**src/rtl/md_pkg.sv**
```systemverilog
// md_pkg: op/state encodings and default iteration count for the multiply/divide unit
package md_pkg;
  typedef enum logic [1:0] {
    MD_MULT  = 2'b00,
    MD_MULTU = 2'b01,
    MD_DIV   = 2'b10,
    MD_DIVU  = 2'b11
  } md_op_t;
  typedef enum logic [1:0] {
    MD_IDLE = 2'd0,
    MD_CALC = 2'd1,
    MD_FIX  = 2'd2
  } md_state_t;
  localparam int MD_ITER_DEF = 32;
endpackage

```
**src/rtl/md_if.sv**
```systemverilog
// md_if: operand/result bundle between decode/register file and md_unit
interface md_if;
  import md_pkg::*;
  logic        start;
  md_op_t      op;
  logic [31:0] src_a;
  logic [31:0] src_b;
  logic        hi_wen;
  logic        lo_wen;
  logic [31:0] hilo_data;
  logic        busy;
  logic        done;
  logic        div_by_zero;
  logic [31:0] hi;
  logic [31:0] lo;
  modport master (
    output start, op, src_a, src_b, hi_wen, lo_wen, hilo_data,
    input  busy, done, div_by_zero, hi, lo
  );
  modport slave (
    input  start, op, src_a, src_b, hi_wen, lo_wen, hilo_data,
    output busy, done, div_by_zero, hi, lo
  );
endinterface

```
**src/rtl/md_iter_core.sv**
```systemverilog
// md_iter_core: 64-bit working register with one unsigned shift-add / restoring shift-subtract step
module md_iter_core (
  input  logic        clk,
  input  logic        rst,
  input  logic        load,
  input  logic        step,
  input  logic        is_div,
  input  logic [63:0] init,
  input  logic [31:0] opb,
  output logic [63:0] acc
);
  logic [31:0] b_q;
  logic [32:0] sum;
  logic [33:0] diff;
  logic [63:0] nxt;
  // Multiply: {partial product, multiplier} shifts right; divide: {remainder, dividend} shifts left
  always_comb begin
    sum  = {1'b0, acc[63:32]} + {1'b0, b_q};
    diff = {1'b0, acc[63:31]} - {2'b0, b_q};
    nxt  = is_div ? (diff[33] ? {acc[62:0], 1'b0} : {diff[31:0], acc[30:0], 1'b1})
                  : (acc[0] ? {sum, acc[31:1]} : {1'b0, acc[63:1]});
  end
  always_ff @(posedge clk) begin
    if (rst) begin
      acc <= '0;
      b_q <= '0;
    end else if (load) begin
      acc <= init;
      b_q <= opb;
    end else if (step) begin
      acc <= nxt;
    end
  end
endmodule

```
**src/rtl/md_unit.sv**
```systemverilog
// md_unit: iterative MULT/MULTU/DIV/DIVU with HI/LO registers and MTHI/MTLO writes
// MD_FAST_MUL_EN: single-cycle multiply that skips CALC; divide stays iterative
module md_unit
  import md_pkg::*;
#(
  parameter int MD_ITER = MD_ITER_DEF
) (
  input logic clk,
  input logic rst,
  md_if.slave bus
);
  localparam int CW = $clog2(MD_ITER);
  md_state_t   state;
  logic [CW-1:0] cnt;
  logic        is_div_q, neg_q, rem_neg_q, dz_q;
  logic [31:0] a_q;
  logic        go, div_op, sa, sb, fast;
  logic [31:0] mag_a, mag_b, quo, rem;
  logic [63:0] init, acc, prod;
  always_comb begin
    go     = state == MD_IDLE && bus.start;
    div_op = bus.op inside {MD_DIV, MD_DIVU};
    sa     = bus.op inside {MD_MULT, MD_DIV} && bus.src_a[31];
    sb     = bus.op inside {MD_MULT, MD_DIV} && bus.src_b[31];
    mag_a  = sa ? -bus.src_a : bus.src_a;
    mag_b  = sb ? -bus.src_b : bus.src_b;
`ifdef MD_FAST_MUL_EN
    fast   = !div_op;
    init   = fast ? {32'b0, mag_a} * {32'b0, mag_b} : {32'b0, mag_a};
`else
    fast   = 1'b0;
    init   = {32'b0, mag_a};
`endif
    prod   = neg_q ? -acc : acc;
    quo    = neg_q ? -acc[31:0] : acc[31:0];
    rem    = rem_neg_q ? -acc[63:32] : acc[63:32];
  end
  md_iter_core core (
    .clk   (clk),
    .rst   (rst),
    .load  (go),
    .step  (state == MD_CALC),
    .is_div(is_div_q),
    .init  (init),
    .opb   (mag_b),
    .acc   (acc)
  );
  always_ff @(posedge clk) begin
    if (rst) begin
      state           <= MD_IDLE;
      cnt             <= '0;
      is_div_q        <= 1'b0;
      neg_q           <= 1'b0;
      rem_neg_q       <= 1'b0;
      dz_q            <= 1'b0;
      a_q             <= '0;
      bus.busy        <= 1'b0;
      bus.done        <= 1'b0;
      bus.div_by_zero <= 1'b0;
      bus.hi          <= '0;
      bus.lo          <= '0;
    end else begin
      bus.done        <= 1'b0;
      bus.div_by_zero <= 1'b0;
      case (state)
        MD_IDLE: begin
          if (bus.hi_wen) bus.hi <= bus.hilo_data;
          if (bus.lo_wen) bus.lo <= bus.hilo_data;
          if (bus.start) begin
            is_div_q  <= div_op;
            neg_q     <= sa ^ sb;
            rem_neg_q <= sa;
            dz_q      <= div_op && bus.src_b == 32'd0;
            a_q       <= bus.src_a;
            cnt       <= '0;
            bus.busy  <= 1'b1;
            state     <= fast ? MD_FIX : MD_CALC;
          end
        end
        MD_CALC: begin
          cnt <= cnt + CW'(1);
          if (cnt == CW'(MD_ITER - 1)) state <= MD_FIX;
        end
        MD_FIX: begin
          // Divide by zero reports the raw dividend rather than the iterated remainder
          bus.hi          <= dz_q ? a_q : is_div_q ? rem : prod[63:32];
          bus.lo          <= dz_q ? 32'hFFFF_FFFF : is_div_q ? quo : prod[31:0];
          bus.done        <= 1'b1;
          bus.div_by_zero <= dz_q;
          bus.busy        <= 1'b0;
          state           <= MD_IDLE;
        end
        default: state <= MD_IDLE;
      endcase
    end
  end
endmodule
```
**src/flat_wrapper.sv**
```systemverilog
// flat-port wrapper written by rule: the top's interface ports become plain ports
module md_unit_flat import md_pkg::*;
#(
  parameter int MD_ITER = MD_ITER_DEF
)
  (clk, rst, bus_start, bus_op, bus_src_a, bus_src_b, bus_hi_wen, bus_lo_wen, bus_hilo_data, bus_busy, bus_done, bus_div_by_zero, bus_hi, bus_lo);
  md_if bus_i ();
  input logic clk;
  input logic rst;
  input wire logic [$bits(bus_i.start)-1:0] bus_start;
  input wire logic [$bits(bus_i.op)-1:0] bus_op;
  input wire logic [$bits(bus_i.src_a)-1:0] bus_src_a;
  input wire logic [$bits(bus_i.src_b)-1:0] bus_src_b;
  input wire logic [$bits(bus_i.hi_wen)-1:0] bus_hi_wen;
  input wire logic [$bits(bus_i.lo_wen)-1:0] bus_lo_wen;
  input wire logic [$bits(bus_i.hilo_data)-1:0] bus_hilo_data;
  output wire logic [$bits(bus_i.busy)-1:0] bus_busy;
  output wire logic [$bits(bus_i.done)-1:0] bus_done;
  output wire logic [$bits(bus_i.div_by_zero)-1:0] bus_div_by_zero;
  output wire logic [$bits(bus_i.hi)-1:0] bus_hi;
  output wire logic [$bits(bus_i.lo)-1:0] bus_lo;
  assign bus_i.start = bus_start;
  assign bus_i.op = bus_op;
  assign bus_i.src_a = bus_src_a;
  assign bus_i.src_b = bus_src_b;
  assign bus_i.hi_wen = bus_hi_wen;
  assign bus_i.lo_wen = bus_lo_wen;
  assign bus_i.hilo_data = bus_hilo_data;
  assign bus_busy = bus_i.busy;
  assign bus_done = bus_i.done;
  assign bus_div_by_zero = bus_i.div_by_zero;
  assign bus_hi = bus_i.hi;
  assign bus_lo = bus_i.lo;
  md_unit #(.MD_ITER(MD_ITER)) u_core (.clk(clk), .rst(rst), .bus(bus_i));
endmodule
```
**config.mk**
```make
export PLATFORM = sky130hd
export DESIGN_NAME = md_unit_flat
export DESIGN_NICKNAME = d
export VERILOG_FILES = /design/src/rtl/md_pkg.sv /design/src/rtl/md_if.sv /design/src/rtl/md_iter_core.sv /design/src/rtl/md_unit.sv /design/src/flat_wrapper.sv
export SDC_FILE = /design/constraint.sdc
export NUM_CORES = 1
export LEC_CHECK = 0
export ABC_AREA = 0
export BUFFER_PORTS_ARGS = -buffer_cell sky130_fd_sc_hd__buf_2
export CAP_MARGIN = 20
export CORE_MARGIN = 4
export CORE_UTILIZATION = 40
export CTS_CLUSTER_SIZE = 25
export DETAILED_ROUTE_END_ITERATION = 12
export PLACE_DENSITY = 0.64
export SYNTH_ARGS = -nofsm -noshare
export SYNTH_HDL_FRONTEND = slang
export SYNTH_HIERARCHICAL = 1
export SYNTH_SLANG_ARGS = --single-unit
```
**constraint.sdc**
```tcl
create_clock -name clk -period 9.8 [get_ports clk]
set_clock_uncertainty 0.15 [all_clocks]
set_input_delay 1.47 -clock clk [delete_from_list [all_inputs] [get_ports clk]]
set_output_delay 1.47 -clock clk [all_outputs]
set_load 0.005 [all_outputs]
```
==> impl_metrics.env <==
export IMPL_outcome="complete, no violations"
export IMPL_power_frac_seq=0.322
export IMPL_intPower_mw=1.96
export IMPL_cts_sinks=206
export IMPL_syn_inst=2273
export IMPL_die_h_microns=212
export IMPL_synth_seq_area_share=0.248
export IMPL_layout_common_cells="nor2_1 (258), nand2_1 (251), a21oi_1 (235)"
export IMPL_clkPwrFrac=0.344
export IMPL_synth_area_leaders="dfxtp_1 (25%), a21oi_1 (7.1%), nor2_1 (5.8%)"
export IMPL_drt_iter0_drc=1653
export IMPL_num_vias=18141
export IMPL_first_pass_iters=6
export IMPL_p_comb_frac=0.334
export IMPL_rows=74
export IMPL_synth_area_sq_um=16600
export IMPL_synth_edf_count=0
export IMPL_startpoint_type="flip-flop"
export IMPL_routed_wl_mm=65.4
export IMPL_port_buffers=169
export IMPL_grt_pass1_wl_mm=98.7
export IMPL_min_path_type="reg -> reg"
export IMPL_syn_avg_cell_area_sq_um=7.31
export IMPL_drv_cap=0
export IMPL_p_sw_mw=1.18
export IMPL_final_common_cell="nor2_1"
export IMPL_pin_count=170
export IMPL_htree_levels=1
export IMPL_cts_root_buf="clkbuf_16"
export IMPL_synth_seq_cells=206
export IMPL_drc=0
export IMPL_vias_per_cell=6.18
export IMPL_wire_per_inst_microns=22.3
export IMPL_clock_tree_buffer_depth=3
export IMPL_clkLatencyLatePin_ns=0.57
export IMPL_fin_setup_tns_ns=0
export IMPL_ys_warn_count=6
export IMPL_final_hold_viol_count=0
export IMPL_rsz0062_at_grt="false"
export IMPL_grt_max_degree=122
export IMPL_hpwl_mm=47.7
export IMPL_tightest_slew_ns=1.08
export IMPL_clkTransAtPathRegs_ns=0.06
export IMPL_end_kind="flip-flop"
export IMPL_core_area_sq_um=40900
export IMPL_post_cts_resize_count=0
export IMPL_fin_crit_ns=4.04
export IMPL_path_max_fanout=12
export IMPL_area_growth_pct=13.6
export IMPL_antenna_cells=0
export IMPL_drive_gt1_frac=0.115
export IMPL_ys_flop_type="dfxtp_1"
export IMPL_cts_buffers=26
export IMPL_crit_type="reg -> reg"
export IMPL_fin_nets=2558
export IMPL_leakage_nw=7.58
export IMPL_setup_violations_final=0
export IMPL_slew_headroom=0.280
export IMPL_synth_cell_types=86
export IMPL_ctsHoldBuffers=0
export IMPL_max_freq_mhz=248
export IMPL_report_final_slew_viol_count=0
export IMPL_cp_required_ns=10.09
export IMPL_overflow=0
export IMPL_place_gp_congestion=0.977
export IMPL_post_cts_setup_buffer_count=0
export IMPL_antenna_found_initial=1
export IMPL_post_route_period_util=0.412
export IMPL_floorplan_initialDensity=0.406
export IMPL_finalPower_mw=3.14
export IMPL_drtAntennaViolNets=0
export IMPL_yosysTopAreaCell="dfxtp_1"
export IMPL_async_flop_share=0
export IMPL_cts_tree="done"
export IMPL_cellPowerDensity_nw_per_um2=166
export IMPL_grt_usage=0.276
export IMPL_first_global_vias=16705
export IMPL_critPathArrivalTime_ns=4.33
export IMPL_ir_drop_v=0.000119
export IMPL_die_w_microns=212
export IMPL_swShare=0.375
export IMPL_post_synth_top_area_fraction=0.248
export IMPL_die_area_sq_um=44900
## critical path: stages (launching register included)
cell and delay, ns:
dfxtp_1 0.45, ha_1 0.31, fa_1 0.43, a211oi_1 0.50
nor3_1 0.19, o41ai_2 0.42, o21ai_1 0.27, and2_1 0.26
a31oi_1 0.46, o21ai_0 0.22, mux2i_1 0.18, o21ai_0 0.09
## registers in the layout (all words and copies together) (netlist names), 2 cells and up
| name | flops |
|---|---|
| u_core/cnt | 5 |
| u_core/state | 2 |
| u_core/a_q | 32 |
| u_core/bus.lo | 32 |
| u_core/core/acc | 64 |
| u_core/bus.hi | 32 |
| u_core/core/b_q | 32 |
## final timing paths
kind | endpoint | cells after the start | slack (ns) | start
min reg2reg | u_core/bus.lo[21]$_SDFFE_PP0P_ | 2 | 0.29 | u_core/bus.lo[21]$_SDFFE_PP0P_
max | u_core/core/acc[61]$_SDFFE_PP0P_ | 11 | 5.76 | u_core/core/acc[32]$_SDFFE_PP0P_
max reg2reg | u_core/core/acc[61]$_SDFFE_PP0P_ | 11 | 5.76 | u_core/core/acc[32]$_SDFFE_PP0P_
min | u_core/bus.lo[21]$_SDFFE_PP0P_ | 2 | 0.29 | u_core/bus.lo[21]$_SDFFE_PP0P_
## power groups by stage
| stage | Clock (mW) | Sequential [mW] | Combinational, mW |
|---|---|---|---|
| floorplan | 0 | 0.983 | 0.731 |
| global placement | 0 | 1.02 | 1.01 |
| detailed placement | 0 | 1.02 | 1.02 |
| CTS | 1.09 | 1.01 | 1.03 |
| global route | 1.12 | 1.02 | 1.14 |
| finish | 1.08 | 1.01 | 1.05 |
## synth_stat cells, types with 9 or more instances
library cell	number
o21ai_0	112
a211oi_1	57
nor4_1	26
o41ai_1	16
nand2b_1	21
nor3_1	60
dfxtp_1	206
or4_1	25
buf_1	18
or2_2	9
nor2b_1	19
a21o_1	22
or3_1	32
nor2_1	258
nand3_1	42
a221o_1	11
a21oi_1	235
o31a_1	9
xnor2_1	90
o21a_1	22
and3_1	24
xor2_1	53
nand2_1	252
inv_1	71
clkbuf_1	124
and2_1	13
nand4_1	17
ha_1	70
mux2i_1	92
o22ai_1	13
o221ai_1	28
a31oi_1	28
a221oi_1	11
o31ai_1	29
## stage by stage
step	utilization	std cells	hold WS, ns	instance area, sq um	worst slack, ns
floorplan	-	2306	0.281	16700	6.19
detailed placement	0.437	2883	0.280	17900	5.53
global placement	0.437	2883	0.277	17900	5.54
global route	0.461	2934	0.307	18900	5.56
finish	0.461	2934	0.286	18900	5.76
CTS	0.461	2930	0.289	18800	5.85
## cells by family (layout without fill, tap and decap cells)
| kind of cell | Yosys count | in the layout | synth area share |
|---|---|---|---|
| other | 1 | 34 | 0.000226 |
| flip-flops | 206 | 206 | 0.248 |
| AO/OA/AOI/OAI | 696 | 696 | 0.273 |
| multiplexers | 100 | 100 | 0.0608 |
| AND/OR/NAND/NOR | 835 | 835 | 0.237 |
| adder cells (fa/ha/maj) | 72 | 72 | 0.0551 |
| XOR/XNOR | 143 | 143 | 0.0754 |
| buffers and inverters | 220 | 316 | 0.0504 |
## per-layer routing
metal	up-vias	track usage	share of wire
li1	8524	-	-
met1	8557	0.371	0.41
met2	903	0.448	0.45
met3	155	0.0372	0.086
met4	2	0.114	0.048
met5	-	0	0.00020
## final cells by class
class	instances	area (sq um)
clock buffers	34	741
clock inverters	13	208
fillers	4177	22000
inverters	73	279
multi-input cells	1880	11800
flip-flops and latches	206	4130
well taps	532	666
repair buffers	196	1050
No activity file was read; power rests on OpenSTA's default activity.
